### config.mk
export PLATFORM = sky130hd
export DESIGN_NAME = ahb_ram_arbiter
export DESIGN_NICKNAME = d
export VERILOG_FILES = /design/src/rtl/ahb_ram_arbiter.sv
export SDC_FILE = /design/constraint.sdc
export NUM_CORES = 1
export LEC_CHECK = 0
export ABC_AREA = 1
export BUFFER_PORTS_ARGS = -buffer_cell sky130_fd_sc_hd__buf_2
export CAP_MARGIN = 30
export CORE_MARGIN = 5
export CORE_UTILIZATION = 42
export DETAILED_ROUTE_END_ITERATION = 8
export PLACE_DENSITY = 0.8
export SLEW_MARGIN = 20
export SYNTH_ARGS = -nofsm -noshare
export SYNTH_HDL_FRONTEND = slang
export SYNTH_SLANG_ARGS = --single-unit
### constraint.sdc
create_clock -name HCLK -period 2.3 [get_ports HCLK]
set_clock_uncertainty 0.2 [all_clocks]
set_input_delay 0.345 -clock HCLK [delete_from_list [all_inputs] [get_ports HCLK]]
set_output_delay 0.345 -clock HCLK [all_outputs]
set_load 0.1 [all_outputs]
### src/rtl/ahb_ram_arbiter.sv
// ahb_ram_arbiter: shares one single-port AHB RAM between master 0 (CPU) and
// master 1 (DMA/debug). Registered round-robin ownership, a burst cap that
// hands the RAM over when the other side is waiting, a lock that suspends the
// cap, and registered read data returned to the owning master.
//
// Handshake: mX_req is the master's valid and mX_gnt is the arbiter's ready.
// A transfer happens in any cycle where both are high; a master that sees
// gnt low must hold req/addr/write/wdata stable until it does see gnt.
module ahb_ram_arbiter #(
  parameter int MAX_BURST = 4
) (
  input  logic        HCLK,
  input  logic        HRESETn,
  input  logic        m0_req,
  input  logic        m0_lock,
  input  logic [16:2] m0_addr,
  input  logic        m0_write,
  input  logic [31:0] m0_wdata,
  input  logic        m1_req,
  input  logic        m1_lock,
  input  logic [16:2] m1_addr,
  input  logic        m1_write,
  input  logic [31:0] m1_wdata,
  output logic        m0_gnt,
  output logic        m1_gnt,
  output logic [31:0] m0_rdata,
  output logic [31:0] m1_rdata,
  output logic        m0_rvalid,
  output logic        m1_rvalid,
  output logic        ram_hsel,
  output logic [16:2] ram_haddr,
  output logic        ram_hwrite,
  output logic [31:0] ram_hwdata,
  input  logic [31:0] ram_hrdata,
  output logic [1:0]  owner
);

  localparam int            CW        = $clog2(MAX_BURST + 1);
  localparam logic [CW-1:0] BURST_CAP = CW'(MAX_BURST);

  typedef enum logic [1:0] {
    ST_IDLE = 2'b00,
    ST_OWN0 = 2'b01,
    ST_OWN1 = 2'b10
  } state_t;

  state_t        state_q, state_d;
  logic          last_q, last_d;
  logic [CW-1:0] burst_cnt_q, burst_cnt_d;
  logic [CW-1:0] cnt_inc;
  logic          cap_hit;
  logic [31:0]   m0_rdata_q, m0_rdata_d;
  logic [31:0]   m1_rdata_q, m1_rdata_d;
  logic          m0_rvalid_q, m0_rvalid_d;
  logic          m1_rvalid_q, m1_rvalid_d;

  logic          own0, own1;
  logic          xfer0, xfer1;
  logic          owner_req, owner_lock, owner_write, other_req;
  logic [16:2]   owner_addr;
  logic [31:0]   owner_wdata;

  assign own0  = (state_q == ST_OWN0);
  assign own1  = (state_q == ST_OWN1);
  assign xfer0 = own0 & m0_req;
  assign xfer1 = own1 & m1_req;

  // Pick the owning master's request fields; everything is zero while idle.
  always_comb begin
    owner_req   = 1'b0;
    owner_lock  = 1'b0;
    owner_write = 1'b0;
    owner_addr  = '0;
    owner_wdata = '0;
    other_req   = 1'b0;
    if (own0) begin
      owner_req   = m0_req;
      owner_lock  = m0_lock;
      owner_write = m0_write;
      owner_addr  = m0_addr;
      owner_wdata = m0_wdata;
      other_req   = m1_req;
    end else if (own1) begin
      owner_req   = m1_req;
      owner_lock  = m1_lock;
      owner_write = m1_write;
      owner_addr  = m1_addr;
      owner_wdata = m1_wdata;
      other_req   = m0_req;
    end
  end

  // RAM side only sees a selected, non-zero bus during an actual transfer.
  assign ram_hsel   = owner_req;
  assign ram_haddr  = owner_req ? owner_addr : '0;
  assign ram_hwrite = owner_req & owner_write;
  assign ram_hwdata = owner_req ? owner_wdata : '0;

  // Burst count after this cycle's transfer, saturating at the cap.
  assign cnt_inc = (burst_cnt_q == BURST_CAP) ? burst_cnt_q : burst_cnt_q + 1'b1;
  assign cap_hit = (cnt_inc == BURST_CAP);

  // Ownership next state: tie-break on last owner, release, and burst cap.
  always_comb begin
    state_d     = state_q;
    last_d      = last_q;
    burst_cnt_d = burst_cnt_q;
    case (state_q)
      ST_IDLE: begin
        burst_cnt_d = '0;
        if (m0_req && (!m1_req || last_q)) begin
          state_d = ST_OWN0;
          last_d  = 1'b0;
        end else if (m1_req) begin
          state_d = ST_OWN1;
          last_d  = 1'b1;
        end
      end
      ST_OWN0, ST_OWN1: begin
        if (!owner_req) begin
          burst_cnt_d = '0;
          if (other_req) begin
            state_d = own0 ? ST_OWN1 : ST_OWN0;
            last_d  = own0;
          end else begin
            state_d = ST_IDLE;
          end
        end else if (cap_hit && other_req && !owner_lock) begin
          burst_cnt_d = '0;
          state_d     = own0 ? ST_OWN1 : ST_OWN0;
          last_d      = own0;
        end else begin
          burst_cnt_d = cnt_inc;
        end
      end
      default: begin
        state_d     = ST_IDLE;
        burst_cnt_d = '0;
      end
    endcase
  end

  // Read return: capture RAM data at the edge that closes a read transfer.
  always_comb begin
    m0_rvalid_d = xfer0 & ~m0_write;
    m1_rvalid_d = xfer1 & ~m1_write;
    m0_rdata_d  = m0_rvalid_d ? ram_hrdata : m0_rdata_q;
    m1_rdata_d  = m1_rvalid_d ? ram_hrdata : m1_rdata_q;
  end

  // All arbiter state and registered outputs; reset drops any transfer in flight.
  always_ff @(posedge HCLK or negedge HRESETn) begin
    if (!HRESETn) begin
      state_q     <= ST_IDLE;
      last_q      <= 1'b1;
      burst_cnt_q <= '0;
      m0_rdata_q  <= '0;
      m1_rdata_q  <= '0;
      m0_rvalid_q <= 1'b0;
      m1_rvalid_q <= 1'b0;
    end else begin
      state_q     <= state_d;
      last_q      <= last_d;
      burst_cnt_q <= burst_cnt_d;
      m0_rdata_q  <= m0_rdata_d;
      m1_rdata_q  <= m1_rdata_d;
      m0_rvalid_q <= m0_rvalid_d;
      m1_rvalid_q <= m1_rvalid_d;
    end
  end

  assign m0_gnt    = own0;
  assign m1_gnt    = own1;
  assign m0_rdata  = m0_rdata_q;
  assign m1_rdata  = m1_rdata_q;
  assign m0_rvalid = m0_rvalid_q;
  assign m1_rvalid = m1_rvalid_q;
  assign owner     = state_q;

endmodule

After elaboration in Yosys (flattened, before gate mapping)
Index checks and enable logic that the tools add are counted.
{ "totals": {"ff_bits": 72, "latch_bits": 0, "mem_bits_rw": 0, "rom_bits": 0, "inputBits": 134, "wordCells": 64, "memories": 0} }
{ "op_classes": {"n_addsub": 1, "mul": 0, "div_mod_pow": 0, "order_cmp": 0, "n_eq_ne": 7, "shift": 0, "mux": 31, "bitwise": 7, "reduce_logical": 11} }
{ "op_table": {"columns": ["cell", "n"], "rows": [
  ["$mux 32", 3],
  ["$mux 15", 3],
  ["$mux 1", 13],
  ["$mux 2", 6],
  ["$mux 3", 4],
  ["$ne 3x3->1 const B", 3],
  ["$eq 3x3->1 const B", 2],
  ["$and 1x1->1", 5],
  ["$pmux 2 s2", 1],
  ["$reduce_and 4->1", 1],
  ["$add 3x1->3 const B", 1],
  ["$logic_and 1x1->1", 3],
  ["$eq 2x1->1 const B", 1],
  ["$eq 2x2->1 const B", 1],
  ["$logic_not 1->1", 2],
  ["$logic_not 2->1", 1],
  ["$not 1->1", 2],
  ["$pmux 1 s2", 1],
  ["$reduce_and 2->1", 1],
  ["$reduce_bool 2->1", 1],
  ["$reduce_or 2->1", 1],
  ["$logic_or 1x1->1", 1]
]} }

Logic depth before layout (Yosys ltp)
Gate-level depths: netlist of the first run.
{ "depth": {"ltp_word": 8, "ltp_mapped": 11, "mapped_depth_nobuf": 10} }

Worst setup path before layout of the first run
OpenSTA, ideal clock, no wires.
{ "synth_timing": {"path_kind": "reg-to-output", "startpoint": "reg state_q[1], in the netlist owner[1]", "endpoint": "out ram_hwrite", "arrival_time_ns": 4.140, "setup_slack_ns": -2.385, "stages_incl_launch_ff": 8, "path_buffers": 2, "cell_sequence": "dfrtp_1 > ha_1 > inv_2 > nor2_4 > buf_4 > buf_4 > a22oi_1 > a21oi_1"} }
{ "synth_between": {"elab_chain_cells": 4} }
{ "synth_lines": {"columns": ["item", "line_no", "text"], "rows": [
  ["start, declared", "47", "state_t state_q, state_d;"],
  ["start signal, assigned", "162", "state_q <= state_d;"],
  ["$eq 2x2->1 (*)", "64", "assign own1 = (state_q == ST_OWN1);"],
  ["named net m1_gnt", "25", "output logic m1_gnt,"],
  ["$mux 1", "83", "end else if (own1) begin"],
  ["$mux 1", "76", "if (own0) begin"],
  ["$and 1x1->1 (*)", "96", "assign ram_hwrite = owner_req & owner_write;"],
  ["end, declared", "32", "output logic ram_hwrite,"]
]} }
Mark *: on every way through the listed nets, which the timed path passes. The rest lies on a longest branch.

Final worst setup path of the first run
{ "layout_timing": {"startpoint": "reg state_q[0], in the netlist owner[0]", "endpoint": "out ram_haddr[5] (netlist name)"} }
{ "layout_between": {"elab_chain_cells": 4} }
{ "layout_lines": {"columns": ["item", "line_no", "text"], "rows": [
  ["$eq 2x2->1", "64", null],
  ["$mux 15 or $mux 1 (tied branches)", "83", null],
  ["$mux 15 or $mux 1 (tied branches)", "76", null],
  ["$mux 15 (*)", "95", "assign ram_haddr = owner_req ? owner_addr : '0;"],
  ["end, declared", "31", "output logic [16:2] ram_haddr,"]
]} }
Mark *: on every way between the ends. The rest lies on a longest branch, timed or not.

==> results.toml, run 1 <==
[sta]
period_share = 1.13
setup_ws_ps = -307
relSlewSlack = 0.654
setup_viol = 49
rsz0062_at_grt = "true"
period_minus_slack_ps = 2610
slew_violations = 0
hold_viol = 0
tightest_slew_ps = 522
fmax_mhz = 384

[worst_setup_path]
cp_top_family = "buffers and inverters"
cp_cell_sequence = "inv_4, ha_4, inv_4, nor2_4, buf_6, buf_12, a22o_1, nand2_4, clkinvlp_4, buf_12"
start_kind = "flop"
path_buf_inv = 6
timing.rr.start = "owner[1]"
critPathLaunch = "owner[0]"
arrival_ps = 2060
max_stage_delay_ps = 510
crit_type = "reg -> out"
cpMaxStageDelayCell = "dfrtp_4"
critPathCaptureType = "output pin"
worstPathMaxFanout = 10
required_ps = 1750

[detailed_routing]
ant_nets = 0
drt_iter0_drc = 295
num_vias = 4383
wire_per_inst_um = 19.0
viasPerCell = 5.12
dr.pass1.iters = 4
drc = 0
drt-total-wl_um = 16200

[synthesis]
yosysTopAreaCell = "dfrtp_1"
synth_cell_types = 27
synth_nets = 617
synth-xor-area-share = 0
synth_area_leaders = "dfrtp_1 47%, nand2_1 13%, a22o_1 11%, inv_1 8.9%, o21ai_1 6.4%"
synth-simple-area-share = 0.161
yosysWarnings = 0
yosysSeqAreaShare = 0.472
ys_ff_latch = 72
synth_compound_area_frac = 0.214
synth_top_cell_area_share = 0.466
synth_area_per_cell_um2 = 8.00
synth_cells = 477
synth_top_family_by_area = "compound AO/OA/AOI/OAI gates"
synthesis.area_um2 = 3820
muxShareOfSynthArea = 0
synth_fa_ha_area_frac = 0.0197

[die]
io_pins = 253
initial_core_util = 0.433
core-area_um2 = 8810
dieArea_um2 = 11100
die_h_um = 105
die_width_um = 105
rows = 34

[clocking]
cts_tree = "built"
clock-sinks = 72
clock_latency_ps = 320
path_clk_slew_ps = 70
cts_buffer_depth = 2
cts_htree_levels = 3
cts_made_buffers = 9
cts-root-buf = "clkbuf_8"

[placement]
portBuffers = 252
place.gp.congestion = 0.918
dp_slack_ps = -42.9
dp.final_hpwl_um = 11700
dp_cells = 818

[min_path]
hold_start = "m1_write"
hold_class = "in -> reg"

[finish]
fillCellCount = 564
layout-drive-gt1-share = 0.556
finalNonFillerCells = 856
syn2layout_area_growth_pct = 84.2
num-nets-final = 883
multi_input_area_um2 = 1820
register_area_um2 = 1810
antenna_cells = 0

[run_status]
status = "complete, but fails checks"
violations = "setup timing"

[grt]
first_global_vias = 4582
grt_first_pass_wirelength_um = 24200
antenna_found_initial = 1
track_usage = 0.273
grt_max_degree = 73
gr-total-overflow = 0

[job]
drv_cap = 0
-- repair_timing --
action,in CTS,in global routing
hold buffers,1,0
setup endpoints to repair,56,49
pin swaps,12,9
hold endpoints to repair,71,0
gates resized for setup,39,27
setup buffers,9,2
gates cloned,5,4
-- registers in the layout, indices dropped and copies added (netlist names) --
signal       count
m0_rvalid        1
m1_rdata        32
burst_cnt_q      3
last_q           1
m1_rvalid        1
owner            2
m0_rdata        32
-- layout by cell type, fill, tap and decap left out, types with 2 or more instances in the layout --
cell type,count
buf_2,202
nand2_1,87
dfrtp_1,69
buf_12,57
o21ai_1,49
clkinvlp_4,47
a22o_1,44
inv_1,41
nand2_2,29
o21ai_0,22
nand2_4,20
clkbuf_8,12
buf_4,9
nor2_1,7
buf_16,5
buf_6,5
nand3_1,4
ha_1,4
inv_4,3
a22o_4,3
inv_2,3
clkbuf_16,3
nor2_4,2
nand2_8,2
ha_4,2
dfrtp_4,2
-- synthesized netlist by cell type, drive strengths merged --
cell type,n
nand2,138
inv,94
o21ai,72
dfrtp,71
a22o,47
buf,22
nor2,9
clkbuf,6
ha,6
nand3,4
a21oi,2
a22oi,1
a31oi,1
dfstp,1
nand4,1
nor3,1
o22ai,1
-- logic make-up after synthesis --
| kind of cell | count (synthesis) |
|---|---|
| buffers and inverters | 122 |
| AOI/OAI and AO/OA | 124 |
| and+or+nand+nor | 153 |
| adders and majority gates | 6 |
| DFF | 72 |
-- metal layers --
layer | global-route usage | vias to the layer above | wire length [µm]
met4 | 0.103 | 2 | 639
met1 | 0.297 | 2082 | 5680
li1 | - | 2046 | -
met3 | 0.0819 | 44 | 1430
met5 | 0 | - | 20
met2 | 0.497 | 209 | 8450
-- worst reg2reg max path: stages, from the launching register on --
cell     delay, ps
dfrtp_4        510
inv_4           80
ha_4           170
buf_4          160
buf_6          190
nand2_1         70
nand2_1         70
nand2_1         80
o21ai_4        230
nand2_2        110
nand2_1         80
o21ai_1         60
-- cell type report --
cell class / count / share of cell area
sequential: 72 / 0.258
clock inverter: 3 / 0.00676
timing repair buffer: 283 / 0.358
inverter: 94 / 0.0763
clock buffer: 13 / 0.0240
tap: 108 / 0.0192
multi-input combinational: 283 / 0.259
-- final timing paths --
kind	to	slack, ps	cells after the start
min reg2reg	last_q	280	2
min in group asynchronous	m0_rdata[16]	340	3
max reg2reg	owner[1]	190	11
min	m1_rvalid	30	2
max in group asynchronous	last_q	1220	3
max	ram_haddr[5]	-310	10
-- through the flow --
| step | utilization | hold slack [ps] | cell area (µm²) | setup TNS (ps) |
|---|---|---|---|---|
| floorplan | - | -151 | 4170 | -19200 |
| global placement | 0.708 | 191 | 6240 | 0 |
| detailed placement | 0.708 | 200 | 6240 | -135 |
| CTS | 0.770 | 8.01 | 6780 | -12270 |
| global route | 0.798 | 9.07 | 7030 | -17340 |
| finish | 0.798 | 28.5 | 7030 | -13420 |
Power of run 1 is left out: the tool's default activity adds up to more than one toggle a clock period on the data nets, which glitch-free logic cannot reach.
==> run 2: changes to the inputs <==
--- a/config.mk
+++ b/config.mk
@@ -11,6 +11,7 @@
 export CORE_MARGIN = 5
 export CORE_UTILIZATION = 42
 export DETAILED_ROUTE_END_ITERATION = 8
+export MAX_ROUTING_LAYER = met4
 export PLACE_DENSITY = 0.8
 export SLEW_MARGIN = 20
 export SYNTH_ARGS = -nofsm -noshare
==> results.toml, run 2 (synthesized netlist as in run 1, its figures left out) <==
[run_status]
status = "complete, but fails checks"
violations = "setup timing"

[sta]
tightest_slew_ps = 521
holdWs_ps = 23.0
setup_viol = 49
fmax_mhz = 377
period_minus_slack_ps = 2650
setup_ws_ps = -350
relSlewSlack = 0.655
hold_viol = 0
period_share = 1.15
setup-tns-final_ps = -14260
slew_violations = 0
rsz0062_at_grt = "true"

[worst_setup_path]
max_stage_delay_ps = 510
critPathCaptureType = "output pin"
crit_type = "reg -> out"
path_depth = 10
required_ps = 1750
worstPathMaxFanout = 8
arrival_ps = 2110
start_kind = "flop"
cp_top_family = "buffers and inverters"
cp_cell_sequence = "inv_4, ha_4, inv_4, nor2_4, buf_8, clkbuf_16, a22o_1, nand2_2, clkinvlp_4, buf_12"
crit_top_cell = "inv_4"
worst_r2r_path_depth = 12
cpMaxStageDelayCell = "dfrtp_4"
path_buf_inv = 6

[placement]
dpl-instance-area_um2 = 6250
place.gp.congestion = 0.981
dp.final_hpwl_um = 11500
dp_cells = 819
portBuffers = 252

[finish]
num-nets-final = 889
final_cell_area_um2 = 7210
final_cell_mix = "202 x buf_2, 87 x nand2_1, 69 x dfrtp_1, 60 x buf_12, 49 x o21ai_1"
register_area_um2 = 1810
layout-drive-gt1-share = 0.566
multi_input_area_um2 = 1850
syn2layout_area_growth_pct = 88.9
finalNonFillerCells = 865
fillCellCount = 498
final_common_cell = "buf_2"

[clocking]
path_clk_slew_ps = 70
clock_latency_ps = 330
clock-sinks = 72
cts-root-buf = "clkbuf_8"
cts_made_buffers = 9
cts_buffer_depth = 2
cts_tree = "built"
cts_htree_levels = 3

[detailed_routing]
wire_per_inst_um = 19.2
ant_nets = 0
drt_iter0_drc = 397
drt-total-wl_um = 16600
drc = 0
viasPerCell = 5.12
dr.pass1.iters = 4
num_vias = 4428

[grt]
antenna_found_initial = 3
first_global_vias = 4457
grt_first_pass_wirelength_um = 23700
gr-total-overflow = 0
track_usage = 0.278
grt_max_degree = 73

[die]
initial_core_util = 0.433
io_pins = 253
die_h_um = 105
rows = 34
die_width_um = 105
core-area_um2 = 8810
dieArea_um2 = 11100

[job]
drv_cap = 0

[min_path]
hold_class = "in -> reg"
hold_depth = 2
run 2: cell types whose count changed in the layout (fill, tap and decap cells not counted), sizes merged:
| cell | change |
|---|---|
| buf | +3 |
| clkinv | +3 |
| diode | +3 |
run 2: final timing paths:
| path | start | slack, ps | endpoint |
|---|---|---|---|
| max in group asynchronous | HRESETn | 1180 | last_q |
| max | owner[0] | -350 | ram_hwdata[5] |
| min | m1_write | 20 | m1_rvalid |
| min reg2reg | last_q | 270 | last_q |
| min in group asynchronous | HRESETn | 400 | m0_rdata[16] |
| max reg2reg | owner[0] | 100 | owner[0] |
run 2: through the flow:
stage	worst slack, ps	utilization
final	-350	0.819
after global placement	54.6	0.709
after global routing	-414	0.819
after detailed placement	-30.8	0.709
after floorplan	-463	-
after CTS	-292	0.778
run 2: cell type report:
cell class / count / share of cell area
repair buffers: 289 / 0.369
multi-input cells: 283 / 0.256
flip-flops and latches: 72 / 0.251
inverters: 94 / 0.0752
clock buffers: 10 / 0.0191
well taps: 108 / 0.0187
clock inverters: 6 / 0.00920
diodes: 3 / 0.00104
run 2: worst register-to-register path, cell delays in order, from the launching register on:
cell and delay [ps]:
dfrtp_4 510, ha_4 190, buf_12 130, buf_8 130, clkbuf_16 160, nand2_1 60
nand2_1 50, nor2_1 110, nand2_1 90, o21ai_4 220, nand2_2 110, nand2_1 70
o21ai_1 60
run 2: metal layers:
layer | up-vias | wire (µm) | share of wire | global-route usage
li1 | 2063 | - | - | -
met1 | 2104 | 5860 | 0.35 | 0.296
met2 | 219 | 8700 | 0.52 | 0.491
met3 | 42 | 1360 | 0.082 | 0.0691
met4 | 0 | 694 | 0.042 | 0.117
met5 | - | 0 | 0 | -
run 2: timing repair:
| item | CTS | global route |
|---|---|---|
| gates resized for setup | 53 | 24 |
| hold buffers | 1 | 0 |
| gates cloned | 6 | 6 |
| hold endpoints to repair | 71 | 0 |
| setup endpoints to repair | 57 | 53 |
| pin swaps | 12 | 20 |
| setup buffers | 8 | 7 |
Power of run 2 is left out for the same reason.
==> run 3: changes to the inputs <==
--- a/config.mk
+++ b/config.mk
@@ -12,7 +12,7 @@
 export CORE_UTILIZATION = 42
 export DETAILED_ROUTE_END_ITERATION = 8
 export MAX_ROUTING_LAYER = met4
-export PLACE_DENSITY = 0.8
+export PLACE_DENSITY = 0.85
 export SLEW_MARGIN = 20
 export SYNTH_ARGS = -nofsm -noshare
 export SYNTH_HDL_FRONTEND = slang
==> results.toml, run 3 (synthesized netlist as in run 1, its figures left out) <==
[worst_setup_path]
start_kind = "flop"
arrival_ps = 2050
crit_type = "reg -> out"
critPathCaptureType = "output pin"
required_ps = 1750
worstPathMaxFanout = 24

[clocking]
cts_tree = "built"
cts_buffer_depth = 2
clock_latency_ps = 330
cts_htree_levels = 3
cts_made_buffers = 9
path_clk_slew_ps = 80
cts-root-buf = "clkbuf_8"
clock-sinks = 72

[sta]
hold_viol = 0
setup-tns-final_ps = -12800
rsz0062_at_grt = "true"
relSlewSlack = 0.661
setup_viol = 49
setup_ws_ps = -300
period_share = 1.13
slew_violations = 0
fmax_mhz = 385
tightest_slew_ps = 512
period_minus_slack_ps = 2600

[job]
drv_cap = 0

[grt]
gr-total-overflow = 0
grt_first_pass_wirelength_um = 22100
grt_max_degree = 73
first_global_vias = 4289
track_usage = 0.253
antenna_found_initial = 2

[detailed_routing]
drc = 0
ant_nets = 0
num_vias = 4303
drt-total-wl_um = 14700
viasPerCell = 5.04
wire_per_inst_um = 17.3
drt_iter0_drc = 251
dr.pass1.iters = 4

[die]
die_width_um = 105
io_pins = 253
die_h_um = 105
rows = 34
dieArea_um2 = 11100
core-area_um2 = 8810
initial_core_util = 0.433

[finish]
layout-drive-gt1-share = 0.550
num-nets-final = 878
final_common_cell = "buf_2"
syn2layout_area_growth_pct = 79.0
fillCellCount = 540
final_cell_mix = "202 x buf_2, 87 x nand2_1, 69 x dfrtp_1, 58 x buf_12"

[min_path]
hold_class = "in -> reg"

[run_status]
status = "complete, but fails checks"
violations = "setup timing"

[placement]
portBuffers = 252
place.gp.congestion = 0.844
dp.final_hpwl_um = 10900
run 3: cell types whose count changed in the layout (fill, tap and decap cells not counted), sizes merged:
| cell | change |
|---|---|
| clkinvlp | +2 |
| inv | +2 |
| dlygate4sd3 | +1 |
| diode | -1 |
| buf | -10 |
| clkinv | -3 |
| clkbuf | -3 |
run 3: final timing paths:
kind,start,to,slack (ps),cells past startpoint
max in group asynchronous,HRESETn,owner[0],1220,3
min in group asynchronous,HRESETn,m1_rdata[29],350,3
min reg2reg,m0_rdata[24],m0_rdata[24],280,2
max reg2reg,owner[0],owner[1],180,13
max,owner[1],ram_hwdata[1],-300,9
min,m0_write,m0_rvalid,10,2
run 3: layer usage:
metal  share of wire  vias to the layer above  global-route usage
met1            0.36                     2024               0.276
met4           0.035                        0              0.0909
met2            0.52                      199               0.444
met3           0.083                       37              0.0672
li1                -                     2043                   -
met5               0                        -                   -
run 3: repair_timing:
item / in CTS / in global routing
gates cloned: 1 / 4
pin swaps: 0 / 6
setup buffers: 2 / 7
endpoints found under the setup margin: 49 / 50
hold buffers: 2 / 0
resized for setup: 39 / 7
endpoints found under the hold margin: 72 / 0
run 3: per-stage QoR:
stage / std cells / hold WS, ps / util / setup WS, ps / cell area [µm²]
detailed placement: 817 / 208 / 0.706 / 44.7 / 6220
global route: 853 / 3.19 / 0.776 / -380 / 6830
finish: 853 / 11.9 / 0.776 / -300 / 6830
global placement: 817 / 188 / 0.706 / 98.7 / 6220
CTS: 838 / 1.78 / 0.748 / -320 / 6590
floorplan: 477 / -151 / - / -463 / 4170
run 3: critical path, stage by stage (launching register included):
cell        delay, ps
dfrtp_4           530
inv_4              80
ha_4              160
nor2_4             50
buf_12            130
clkbuf_16         190
a22o_1            210
nand2_2            90
clkinvlp_4        110
buf_12            170
run 3: area by class of cell:
type	count	area (µm²)	area share
antenna	2	5.00	0.000733
clock buffer	9	124	0.0181
clock inverter	7	76.3	0.0112
inverter	94	537	0.0786
multi-input combinational	283	1740	0.254
sequential	72	1810	0.265
tap	108	135	0.0198
timing repair buffer	278	2410	0.352
Power of run 3 is left out for the same reason.
